===== src/rtl/uart_pkg.sv =====
// Shared definitions for the UART transmit controller: FSM states and mux selects.
package uart_pkg;

  typedef enum logic [2:0] {
    ST_IDLE   = 3'd0,
    ST_START  = 3'd1,
    ST_DATA   = 3'd2,
    ST_PARITY = 3'd3,
    ST_STOP   = 3'd4
  } tx_state_t;

  localparam logic [1:0] SEL_START  = 2'b00;
  localparam logic [1:0] SEL_DATA   = 2'b01;
  localparam logic [1:0] SEL_PARITY = 2'b10;
  localparam logic [1:0] SEL_STOP   = 2'b11;

  localparam int unsigned BIT_CNT_W = 3;

endpackage


===== src/rtl/baud_counter.sv =====
// Bit-period timer: counts 0..CLKS_PER_BIT-1 and flags the last cycle of each bit.
module baud_counter #(
  parameter int unsigned CLKS_PER_BIT = 16
) (
  input  logic clk,
  input  logic rst,
  input  logic clear,
  output logic tick
);

  localparam int unsigned CNT_W = $clog2(CLKS_PER_BIT);
  localparam logic [CNT_W-1:0] LAST = CNT_W'(CLKS_PER_BIT - 1);

  logic [CNT_W-1:0] r_cnt;

  // Free-running wrap counter, held at zero while cleared so each frame starts aligned.
  always_ff @(posedge clk) begin
    if (rst || clear) begin
      r_cnt <= '0;
    end else if (r_cnt == LAST) begin
      r_cnt <= '0;
    end else begin
      r_cnt <= r_cnt + CNT_W'(1);
    end
  end

  assign tick = (r_cnt == LAST);

endmodule


===== src/rtl/tx_controller.sv =====
// UART transmit sequencer: steps start/data/parity/stop bits and drives the PISO and tx mux.
module tx_controller
  import uart_pkg::*;
#(
  parameter int unsigned CLKS_PER_BIT = 16,
  parameter int unsigned DATA_BITS    = 8,
  parameter int unsigned PARITY_EN    = 1,
  parameter int unsigned STOP_BITS    = 1
) (
  input  logic       clk,
  input  logic       rst,
  input  logic       tx_valid,
  output logic       tx_ready,
  output logic       piso_load,
  output logic       piso_shift,
  output logic [1:0] select,
  output logic       busy,
  output logic       tx_done
);

  localparam logic [BIT_CNT_W-1:0] LAST_DATA = BIT_CNT_W'(DATA_BITS - 1);
  localparam logic [BIT_CNT_W-1:0] LAST_STOP = BIT_CNT_W'(STOP_BITS - 1);

  tx_state_t            r_state;
  tx_state_t            w_state_nxt;
  logic [BIT_CNT_W-1:0] r_bit;
  logic [BIT_CNT_W-1:0] w_bit_nxt;
  logic                 r_load;
  logic                 w_load_nxt;
  logic                 w_tick;
  logic                 w_clear;

  // Baud timer is held cleared while idle so the start bit begins at count zero.
  assign w_clear = (r_state == ST_IDLE);

  baud_counter #(
    .CLKS_PER_BIT(CLKS_PER_BIT)
  ) u_baud (
    .clk  (clk),
    .rst  (rst),
    .clear(w_clear),
    .tick (w_tick)
  );

  // State, bit counter and the first-cycle-of-start flag.
  always_ff @(posedge clk) begin
    if (rst) begin
      r_state <= ST_IDLE;
      r_bit   <= '0;
      r_load  <= 1'b0;
    end else begin
      r_state <= w_state_nxt;
      r_bit   <= w_bit_nxt;
      r_load  <= w_load_nxt;
    end
  end

  // Next-state logic; the bit counter is reused to count stop bits.
  always_comb begin
    w_state_nxt = r_state;
    w_bit_nxt   = r_bit;
    w_load_nxt  = 1'b0;
    case (r_state)
      ST_IDLE: begin
        if (tx_valid) begin
          w_state_nxt = ST_START;
          w_bit_nxt   = '0;
          w_load_nxt  = 1'b1;
        end
      end
      ST_START: begin
        if (w_tick) begin
          w_state_nxt = ST_DATA;
          w_bit_nxt   = '0;
        end
      end
      ST_DATA: begin
        if (w_tick) begin
          if (r_bit == LAST_DATA) begin
            w_state_nxt = (PARITY_EN != 0) ? ST_PARITY : ST_STOP;
            w_bit_nxt   = '0;
          end else begin
            w_bit_nxt = r_bit + BIT_CNT_W'(1);
          end
        end
      end
      ST_PARITY: begin
        if (w_tick) begin
          w_state_nxt = ST_STOP;
          w_bit_nxt   = '0;
        end
      end
      ST_STOP: begin
        if (w_tick) begin
          if (r_bit == LAST_STOP) begin
            w_state_nxt = ST_IDLE;
            w_bit_nxt   = '0;
          end else begin
            w_bit_nxt = r_bit + BIT_CNT_W'(1);
          end
        end
      end
      default: begin
        w_state_nxt = ST_IDLE;
        w_bit_nxt   = '0;
      end
    endcase
  end

  // Output decode from registered state; reset forces the idle view immediately.
  always_comb begin
    select     = SEL_STOP;
    tx_ready   = 1'b1;
    piso_load  = 1'b0;
    piso_shift = 1'b0;
    tx_done    = 1'b0;
    if (!rst) begin
      case (r_state)
        ST_IDLE: begin
          tx_ready = 1'b1;
        end
        ST_START: begin
          select    = SEL_START;
          tx_ready  = 1'b0;
          piso_load = r_load;
        end
        ST_DATA: begin
          select     = SEL_DATA;
          tx_ready   = 1'b0;
          piso_shift = w_tick;
        end
        ST_PARITY: begin
          select   = SEL_PARITY;
          tx_ready = 1'b0;
        end
        ST_STOP: begin
          select   = SEL_STOP;
          tx_ready = 1'b0;
          tx_done  = w_tick && (r_bit == LAST_STOP);
        end
        default: begin
          tx_ready = 1'b1;
        end
      endcase
    end
  end

  assign busy = ~tx_ready;

endmodule

===== config.mk =====
export PLATFORM = sky130hd
export DESIGN_NAME = tx_controller
export DESIGN_NICKNAME = d
export VERILOG_FILES = /design/src/rtl/uart_pkg.sv /design/src/rtl/baud_counter.sv /design/src/rtl/tx_controller.sv
export SDC_FILE = /design/constraint.sdc
export NUM_CORES = 1
export LEC_CHECK = 0
export ABC_AREA = 1
export BUFFER_PORTS_ARGS = -buffer_cell sky130_fd_sc_hd__buf_2
export CORE_AREA = 4 4 41 43
export DETAILED_ROUTE_END_ITERATION = 16
export DIE_AREA = 0 0 45 47
export PLACE_DENSITY_LB_ADDON = 0.15
export SYNTH_ARGS = -nofsm -noshare
export SYNTH_HDL_FRONTEND = slang
export SYNTH_HIERARCHICAL = 1
export SYNTH_SLANG_ARGS = --single-unit

===== constraint.sdc =====
create_clock -name clk -period 1.6 [get_ports clk]
set_input_delay 0 -clock clk [delete_from_list [all_inputs] [get_ports clk]]
set_output_delay 0 -clock clk [all_outputs]
set_load 0.05 [all_outputs]

==> metrics.log, run 1 <==
[metrics] status: finished clean
[metrics] Maximum Capacitance Violations: 0
[metrics] count of input and output buffers: 9
[metrics] number of buffers on the longest clock path: 2
[metrics] count of H-tree levels built during CTS: 1
[metrics] number of detailed-routing iterations run before antenna repair: 4
[metrics] fmax: 669 MHz
[metrics] share of cells above drive strength 1: 30.6%
[metrics] y dimension of the die: 47 um
[metrics] residual overflow from global routing: 0
[metrics] clock network fraction of total power: 10.9%
[metrics] Tot GR Track Use: 14.8%
[metrics] share of synthesized area occupied by flip-flops and latches: 32.7%
[metrics] type of element launching the critical path: flop
[metrics] cells along the critical path: ha_4, nand3_2, inv_2, nand2_2, nor4_2, buf_4
[metrics] Setup Slack @ Placement: 0.125 ns
[metrics] Multi-input gate area: 409 sq um
[metrics] switch share: 54.1%
[metrics] effective utilization at floorplan: 51.7%
[metrics] final-report max-slew violation count: 0
[metrics] Final GP Congestion: 0.810
[metrics] pwr/cell area: 2120 nW/um^2
[metrics] initial antenna violation count: 0
[metrics] global-route wire length before repair: 2.26 mm
[metrics] First DRT Iteration DRCs: 21
[metrics] total standard cell area after synthesis: 673 sq um
[metrics] largest fanout of any net on the critical path: 2
[metrics] antenna diode count: 0
[metrics] Final Hold Fails: 0
[metrics] number of vias in the routed layout: 673
[metrics] path type of the worst setup path: flop to primary output
[metrics] sum of routed wire length over all layers: 1.31 mm
[metrics] post-DR vias/cell: 5.34
[metrics] average wire length per cell after detail routing: 10.4 um
[metrics] required time reported for the critical path endpoint: 1.60 ns
[metrics] cell with the biggest individual delay on the critical path: dfxtp_2
[metrics] Sink Count: 11
[metrics] floorplan die area: 2120 sq um
[metrics] number of core rows: 13
[metrics] final period utilization: 93.4%
[metrics] leakage dissipation: 0.368 nW
[metrics] post-layout min period: 1.49 ns
[metrics] most common library cell in the layout ignoring fill and taps: nor2_1
[metrics] post-detailed-route count of antenna-violating nets: 0
[metrics] Net Switching: 0.932 mW
[metrics] sequential group share of total power: 26.4%
[metrics] flip-flop and latch count after synthesis: 11
[metrics] DP Wirelength: 1.03 mm
[metrics] Layout fillers: 117
[metrics] CP endpoint kind: primary output
[metrics] class of the worst hold path: flop to flop
[metrics] net count after synthesis: 103
[metrics] Gate Count Post-Synth: 96
[metrics] CTS tree: built
[metrics] # Post-CTS Setup Buffers: 0
[metrics] fin worst setup slack: 0.106 ns
[metrics] number of distinct library cell variants in the gate-level netlist after synthesis: 19
[metrics] total clock buffers created by CTS: 3
[metrics] syn_area_per_cell: 7.01 sq um
[metrics] number of endpoints failing setup at the final stage: 0
[metrics] synth warn: 6
[metrics] worst slew slack as a fraction of its limit: 78.8%
[metrics] number of global-route vias before repair: 584
[metrics] final std cells w/o fill: 126
[metrics] Tightest Pin Transition: 0.318 ns
[metrics] count of boundary I/O pins: 10
[metrics] register area: 223 sq um
[metrics] data arrival at the endpoint of the critical path: 1.49 ns
[metrics] DIE WIDTH: 45 um
[metrics] clock-pin slew on the worst setup and hold paths: 0.07 ns
[metrics] internal power contribution: 0.790 mW
[metrics] top library cells by usage in the layout, fill and taps aside: nor2_1, inv_1, nand3_1, nand2_1, dfxtp_1
[metrics] maximum number of pins on one net before global-route repair: 11
[metrics] peak supply drop: 1010 uV
[metrics] Largest stage delay, worst path: 0.36 ns
[metrics] Core Region: 1300 sq um
[metrics] Area Growth Syn to Fin: 20.8%
[metrics] clock tree root driver cell: clkbuf_4
[metrics] worst-case clock skew: 0.000833 ns
[metrics] post-placement cell count: 120
[metrics] combinational fraction of design power: 62.7%
[metrics] total number of nets in the final design: 119
[metrics] DRC violation count after routing: 0
[metrics] source-to-sink clock delay at the later pin of the worst-skew pair: 0.27 ns
==> kinds of logic (layout without fill, tap and decap cells) <==
group | Yosys count | after routing | synth area share, %
xor gates and xnor gates | 1 | 1 | 1.30
adders and majority gates | 4 | 4 | 7.44
and+or+nand+nor | 50 | 50 | 37.7
DFF | 11 | 11 | 32.7
AOI/OAI and AO/OA | 13 | 13 | 10.2
buffers and inverters | 17 | 32 | 10.6
==> state kept, by name, summed over array words and instances, names as in the netlist <==
register / count
r_state: 3
r_load: 1
u_baud/r_cnt: 4
r_bit: 3
==> path summary, 6_finish.rpt <==
kind	from	to	slack, ns	cells past startpoint
worst max-delay path	u_baud/r_cnt[0]$_SDFF_PP0_	tx_done	0.11	6
worst min-delay path	u_baud/r_cnt[3]$_SDFF_PP0_	u_baud/r_cnt[3]$_SDFF_PP0_	0.49	2
worst max register to register	u_baud/r_cnt[0]$_SDFF_PP0_	r_state[0]$_SDFFE_PP0P_	0.17	9
worst min register to register	u_baud/r_cnt[3]$_SDFF_PP0_	u_baud/r_cnt[3]$_SDFF_PP0_	0.49	2
==> synthesized netlist by cell type (all sizes together) <==
cell,instances,area (sq um)
nor2,18,88.8
nand3,12,65.1
xnor2,1,8.76
dfxtp,11,220
nor4,2,12.5
o21ai,7,38.8
ha,4,50.1
a21oi,6,30.0
nand4,1,6.26
nand2,17,81.3
buf,1,11.3
inv,16,60.1
==> metrics by stage <==
| stage | hold WS (ns) | power, mW | area [sq um] | TNS (ns) | utilization [%] |
|---|---|---|---|---|---|
| 5_1_grt | 0.516 | 1.89 | 813 | -0.00401 | 62.5 |
| 3_3_place_gp | 0.252 | 1.51 | 746 | 0 | 57.3 |
| 2_1_floorplan | 0.0691 | 1.35 | 686 | -0.103 | - |
| 3_5_place_dp | 0.264 | 1.52 | 746 | 0 | 57.3 |
| 4_1_cts | 0.489 | 1.71 | 796 | 0 | 61.2 |
| 6_report | 0.486 | 1.72 | 813 | 0 | 62.5 |
==> repair_timing <==
action                                  4_1_cts  5_1_grt
pin swaps                                     0        1
endpoints found under the setup margin        1        7
resized for setup                             1        6
hold buffers                                  2        0
hold endpoints to repair                      3        0
==> worst max-delay path: cells and delay by family (launching register included) <==
family        cells  cell delay [ns]
simple gates      3             0.41
flops             1             0.36
buf+inv           2             0.31
fa+ha+maj         1             0.14
==> final cells by class <==
type | instances | share of cell area [%]
clock inverters | 1 | 0.615
inverters | 16 | 7.38
multi-input cells | 68 | 50.3
clock buffers | 3 | 2.77
repair buffers | 12 | 9.23
well taps | 15 | 2.31
flip-flops and latches | 11 | 27.4
==> per-layer routing <==
layer  up-vias  global-route usage [%]  wire length (um)
met3         2                    6.90                82
met4         0                    5.26                10
met5         -                       0                 0
met2        23                    25.4               671
met1       307                    16.1               546
li1        341                       -                 -
==> power groups by stage <==
stage / combinational [mW] / sequential, mW / clock [mW]
final: 1.08 / 0.455 / 0.187
after global placement: 1.06 / 0.451 / 0
after global routing: 1.21 / 0.466 / 0.215
after floorplan: 0.943 / 0.412 / 0
after detailed placement: 1.07 / 0.451 / 0
after CTS: 1.08 / 0.444 / 0.194
No activity file was read; power rests on OpenSTA's default activity.
==> inputs of run 2 (changes only) <==
REMOVE_ABC_BUFFERS = 1   (was unset)
==> run 2 against run 1 <==
Non-clock buffer count did not move. Die area did not move. Final area fell by 0.92%. Routed wire length rose by 5.8%. Via count fell by 7.1%. Global-route usage rose by 0.91 points. Worst setup slack improved by 0.017 ns. Critical endpoint is now busy. Largest cell class unchanged.
==> metrics.log, run 2 (synthesis gave the netlist of run 1 again) <==
[metrics] final std cells w/o fill: 126
[metrics] post-placement cell count: 120
[metrics] total clock buffers created by CTS: 3
[metrics] Hold Path Cell Cnt: 3
[metrics] final-report max-slew violation count: 0
[metrics] number of buffers on the longest clock path: 2
[metrics] total number of nets in the final design: 119
[metrics] final period utilization: 92.3%
[metrics] Final GP Congestion: 0.856
[metrics] number of detailed-routing iterations run before antenna repair: 4
[metrics] CTS tree: built
[metrics] internal power contribution: 0.790 mW
[metrics] average wire length per cell after detail routing: 11.0 um
[metrics] leakage dissipation: 0.365 nW
[metrics] post-detailed-route count of antenna-violating nets: 0
[metrics] Multi-input gate area: 403 sq um
[metrics] post-DR vias/cell: 4.96
[metrics] Maximum Capacitance Violations: 0
[metrics] clock network fraction of total power: 11.3%
[metrics] number of core rows: 13
[metrics] clock tree root driver cell: clkbuf_4
[metrics] Largest stage delay, worst path: 0.41 ns
[metrics] instance count on the critical path: 4
[metrics] worst-case clock skew: 0.00282 ns
[metrics] cell with the biggest individual delay on the critical path: dfxtp_1
[metrics] flip-flop count of the largest register, all copies and words added: 4
[metrics] type of element launching the critical path: flop
[metrics] DP Wirelength: 1.02 mm
[metrics] DRC violation count after routing: 0
[metrics] Final Hold Fails: 0
[metrics] number of global-route vias before repair: 549
[metrics] count of H-tree levels built during CTS: 1
[metrics] RSZ-0062 raised after global routing: false
[metrics] path type of the worst setup path: flop to primary output
[metrics] Net Switching: 0.928 mW
[metrics] Worst Path Buf+Inv: 1
[metrics] First DRT Iteration DRCs: 16
[metrics] Area Growth Syn to Fin: 19.7%
[metrics] worst slew slack as a fraction of its limit: 77.4%
[metrics] switch share: 54.0%
[metrics] Sink Count: 11
[metrics] register area: 223 sq um
[metrics] Tightest Pin Transition: 0.338 ns
[metrics] data arrival at the endpoint of the critical path: 1.48 ns
[metrics] maximum number of pins on one net before global-route repair: 11
[metrics] kind of cell adding the most delay to the critical path: flip-flops
[metrics] largest fanout of any net on the critical path: 10
[metrics] pwr/cell area: 2130 nW/um^2
[metrics] number of endpoints failing setup at the final stage: 0
[metrics] Top reg by flops: u_baud/r_cnt
[metrics] final core utilization: 61.9%
[metrics] CP endpoint kind: primary output
[metrics] class of the worst hold path: primary input to flop
[metrics] count of input and output buffers: 9
[metrics] Core Region: 1300 sq um
[metrics] DIE WIDTH: 45 um
[metrics] required time reported for the critical path endpoint: 1.60 ns
[metrics] count of boundary I/O pins: 10
[metrics] y dimension of the die: 47 um
[metrics] combinational fraction of design power: 62.1%
[metrics] post-placement cell area: 733 sq um
[metrics] sequential group share of total power: 26.7%
[metrics] antenna diode count: 0
[metrics] most common library cell in the layout ignoring fill and taps: nor2_1
[metrics] Setup Total Neg Slack: 0 ns
[metrics] initial antenna violation count: 0
[metrics] fmax: 677 MHz
[metrics] final design instance area without fill: 806 sq um
[metrics] Tot GR Track Use: 15.7%
[metrics] status: finished clean
[metrics] residual overflow from global routing: 0
[metrics] number of vias in the routed layout: 625
[metrics] # Post-CTS Setup Buffers: 0
[metrics] top library cells by usage in the layout, fill and taps aside: nor2_1, inv_1, nand3_1, nand2_1, dfxtp_1
[metrics] number of cells traversed by the worst register-to-register path: 10
[metrics] post-layout total power: 1.72 mW
[metrics] cells along the critical path: nor2_1, nand2_2, a21oi_1, buf_2
[metrics] registers with the most flip-flops: u_baud/r_cnt x4, r_bit x3, r_state x3
[metrics] sum of routed wire length over all layers: 1.39 mm
[metrics] post-layout min period: 1.48 ns
[metrics] peak supply drop: 1180 uV
[metrics] clock-pin slew on the worst setup and hold paths: 0.07 ns
[metrics] effective utilization at floorplan: 51.7%
[metrics] source-to-sink clock delay at the later pin of the worst-skew pair: 0.27 ns
[metrics] floorplan die area: 2120 sq um
[metrics] global-route wire length before repair: 2.28 mm
[metrics] share of cells above drive strength 1: 27.9%
[metrics] Layout fillers: 128
==> run 2: layer usage <==
layer / track usage [%] / part of all wire [%] / vias up
met3: 3.45 / 5.6 / 4
met4: 14.0 / 2.2 / 0
met2: 22.9 / 42 / 12
met1: 19.4 / 50 / 274
li1: - / - / 335
met5: 0 / 0 / -
==> run 2: stage by stage <==
stage                     hold WS (ns)  setup WS (ns)
after floorplan                 0.0691         -0.668
after global placement           0.248          0.156
after detailed placement         0.251          0.102
after CTS                        0.493       0.000701
after global routing             0.526         0.0229
final                            0.509          0.123
==> run 2: worst paths after layout <==
check                             start                          to  slack (ns)
max             r_state[1]$_SDFFE_PP0P_                        busy        0.12
min                                 rst       r_bit[2]$_SDFFE_PP0P_        0.51
max reg2reg  u_baud/r_cnt[0]$_SDFF_PP0_     r_state[1]$_SDFFE_PP0P_        0.16
min reg2reg  u_baud/r_cnt[3]$_SDFF_PP0_  u_baud/r_cnt[3]$_SDFF_PP0_        0.52
==> run 2: power groups by stage <==
stage / Clock, mW / Combinational (mW) / Sequential, mW
floorplan: 0 / 0.875 / 0.431
global placement: 0 / 1.04 / 0.455
detailed placement: 0 / 1.05 / 0.450
CTS: 0.202 / 1.06 / 0.447
global route: 0.212 / 1.19 / 0.472
finish: 0.193 / 1.07 / 0.459
==> run 2: timing repair <==
action,in CTS,in global routing
setup endpoints to repair,1,3
pin swaps,1,1
hold buffers,2,0
gates resized for setup,4,4
endpoints found under the hold margin,3,0
==> run 2: cell type report <==
type	instances	area share, %
inverter	16	7.45
tap	15	2.33
multi-input combinational	68	50.0
clock buffer	4	3.26
timing repair buffer	12	9.32
sequential	11	27.6
==> run 2: tightest hold or removal path, stage by stage <==
cell	delay, ns
dlygate4sd3_1	0.52
buf_2	0.16
a21oi_1	0.05
==> inputs of run 3 (changes only) <==
PLACE_DENSITY = 0.72   (was unset)
PLACE_DENSITY_LB_ADDON = unset   (was 0.15)
==> run 3 against run 2 <==
Clock power hardly changed. Non-clock buffer count is 1 higher. Sequential cell count stayed put. Global-route usage is 0.30 points higher. Critical path type is now flop to flop.
==> metrics.log, run 3 (synthesis gave the netlist of run 1 again) <==
[metrics] Sink Count: 11
[metrics] largest fanout of any net on the critical path: 8
[metrics] DIE WIDTH: 45 um
[metrics] required time reported for the critical path endpoint: 1.81 ns
[metrics] Final GP Congestion: 0.793
[metrics] leakage dissipation: 0.376 nW
[metrics] clock tree root driver cell: clkbuf_4
[metrics] CTS tree: built
[metrics] Maximum Capacitance Violations: 0
[metrics] initial antenna violation count: 0
[metrics] final-report max-slew violation count: 0
[metrics] fmax: 662 MHz
[metrics] number of buffers on the longest clock path: 2
[metrics] Setup Total Neg Slack: 0 ns
[metrics] DRC violation count after routing: 0
[metrics] y dimension of the die: 47 um
[metrics] total number of nets in the final design: 120
[metrics] total clock buffers created by CTS: 3
[metrics] post-layout min period: 1.51 ns
[metrics] pwr/cell area: 2140 nW/um^2
[metrics] floorplan die area: 2120 sq um
[metrics] number of global-route vias before repair: 570
[metrics] post-detailed-route count of antenna-violating nets: 0
[metrics] Multi-input gate area: 409 sq um
[metrics] sum of routed wire length over all layers: 1.48 mm
[metrics] count of boundary I/O pins: 10
[metrics] residual overflow from global routing: 0
[metrics] number of vias in the routed layout: 664
[metrics] peak supply drop: 1490 uV
[metrics] data arrival at the endpoint of the critical path: 1.72 ns
[metrics] Tightest Pin Transition: 0.326 ns
[metrics] maximum number of pins on one net before global-route repair: 11
[metrics] effective utilization at floorplan: 51.7%
[metrics] post-DR vias/cell: 5.23
[metrics] count of H-tree levels built during CTS: 1
[metrics] top library cells by usage in the layout, fill and taps aside: nor2_1, inv_1, nand2_1, nand3_1, dfxtp_1
[metrics] type of element launching the critical path: flop
[metrics] worst-case clock skew: 0.00717 ns
[metrics] final period utilization: 94.5%
[metrics] number of detailed-routing iterations run before antenna repair: 4
[metrics] class of the worst hold path: flop to flop
[metrics] Final Hold Fails: 0
[metrics] source-to-sink clock delay at the later pin of the worst-skew pair: 0.27 ns
[metrics] registers with the most flip-flops: u_baud/r_cnt x4, r_bit x3, r_state x3
[metrics] Tot GR Track Use: 16.0%
[metrics] count of input and output buffers: 9
[metrics] register area: 223 sq um
[metrics] flip-flop count of the largest register, all copies and words added: 4
[metrics] average wire length per cell after detail routing: 11.7 um
[metrics] share of cells above drive strength 1: 29.5%
[metrics] most common library cell in the layout ignoring fill and taps: nor2_1
[metrics] Core Region: 1300 sq um
[metrics] number of core rows: 13
[metrics] global-route wire length before repair: 2.42 mm
[metrics] clock-pin slew on the worst setup and hold paths: 0.07 ns
[metrics] antenna diode count: 0
[metrics] final core utilization: 63.7%
[metrics] First DRT Iteration DRCs: 22
[metrics] worst slew slack as a fraction of its limit: 78.2%
[metrics] DP Wirelength: 1.07 mm
[metrics] Top reg by flops: u_baud/r_cnt
[metrics] status: finished clean
[metrics] Area Growth Syn to Fin: 23.0%
[metrics] RSZ-0062 raised after global routing: true
[metrics] path type of the worst setup path: flop to flop
[metrics] Layout fillers: 124
[metrics] CP endpoint kind: flop
[metrics] number of endpoints failing setup at the final stage: 0
-- run 3: cell count changes in the layout (fill, tap and decap cells not counted), sizes merged --
cell,delta
dlygate4sd3,+1
buf,-1
clkbuf,+1
-- run 3: final cells by class --
| cell class | count | share of cell area [%] |
|---|---|---|
| flip-flops and latches | 11 | 26.9 |
| clock buffers | 4 | 3.17 |
| repair buffers | 13 | 11.0 |
| multi-input cells | 68 | 49.4 |
| inverters | 16 | 7.25 |
| well taps | 15 | 2.27 |
-- run 3: per-layer routing --
metal,up-vias,wire length (um),GRT usage [%]
met4,0,34,8.77
met5,-,0,0
met2,33,671,26.6
met1,283,665,19.4
li1,342,-,-
met3,6,111,3.45
-- run 3: final timing paths --
path	depth (start not counted)	slack, ns	from	end
min reg2reg	2	0.50	u_baud/r_cnt[3]$_SDFF_PP0_	u_baud/r_cnt[3]$_SDFF_PP0_
max	11	0.09	u_baud/r_cnt[1]$_SDFF_PP0_	r_state[2]$_SDFFE_PP0P_
min	2	0.50	u_baud/r_cnt[3]$_SDFF_PP0_	u_baud/r_cnt[3]$_SDFF_PP0_
max reg2reg	11	0.09	u_baud/r_cnt[1]$_SDFF_PP0_	r_state[2]$_SDFFE_PP0P_
-- run 3: per-stage QoR --
step / power [mW] / area (sq um) / hold WS (ns) / setup slack, ns / std cells
6_report: 1.77 / 828 / 0.498 / 0.0887 / 127
5_1_grt: 1.92 / 828 / 0.520 / -0.0392 / 127
4_1_cts: 1.72 / 817 / 0.496 / 0.0104 / 127
3_5_place_dp: 1.50 / 733 / 0.253 / 0.0729 / 120
3_3_place_gp: 1.50 / 733 / 0.252 / 0.122 / 120
2_1_floorplan: 1.31 / 662 / 0.0691 / -0.668 / 95
-- run 3: critical path, stage by stage (launching register included) --
cell	delay, ns
dfxtp_2	0.34
ha_2	0.19
nand3_2	0.10
inv_2	0.08
inv_1	0.07
nand3_1	0.12
nand2_2	0.11
nor2_8	0.16
nand2_4	0.06
nand2_1	0.05
nand2_1	0.06
nor2_2	0.11
-- run 3: report_power, final --
part / switching (mW) / internal [mW]
logic: 0.766 / 0.359
registers: 0.0966 / 0.355
clock network: 0.0957 / 0.0967
-- run 3: repair_timing --
| item | in CTS | in global routing |
|---|---|---|
| buffers inserted | 0 | 0 |
| hold buffers | 3 | 0 |
| setup endpoints to repair | 1 | 8 |
| endpoints found under the hold margin | 3 | 0 |
| resized for setup | 7 | 5 |
| pin swaps | 2 | 4 |
| gates cloned | 0 | 0 |
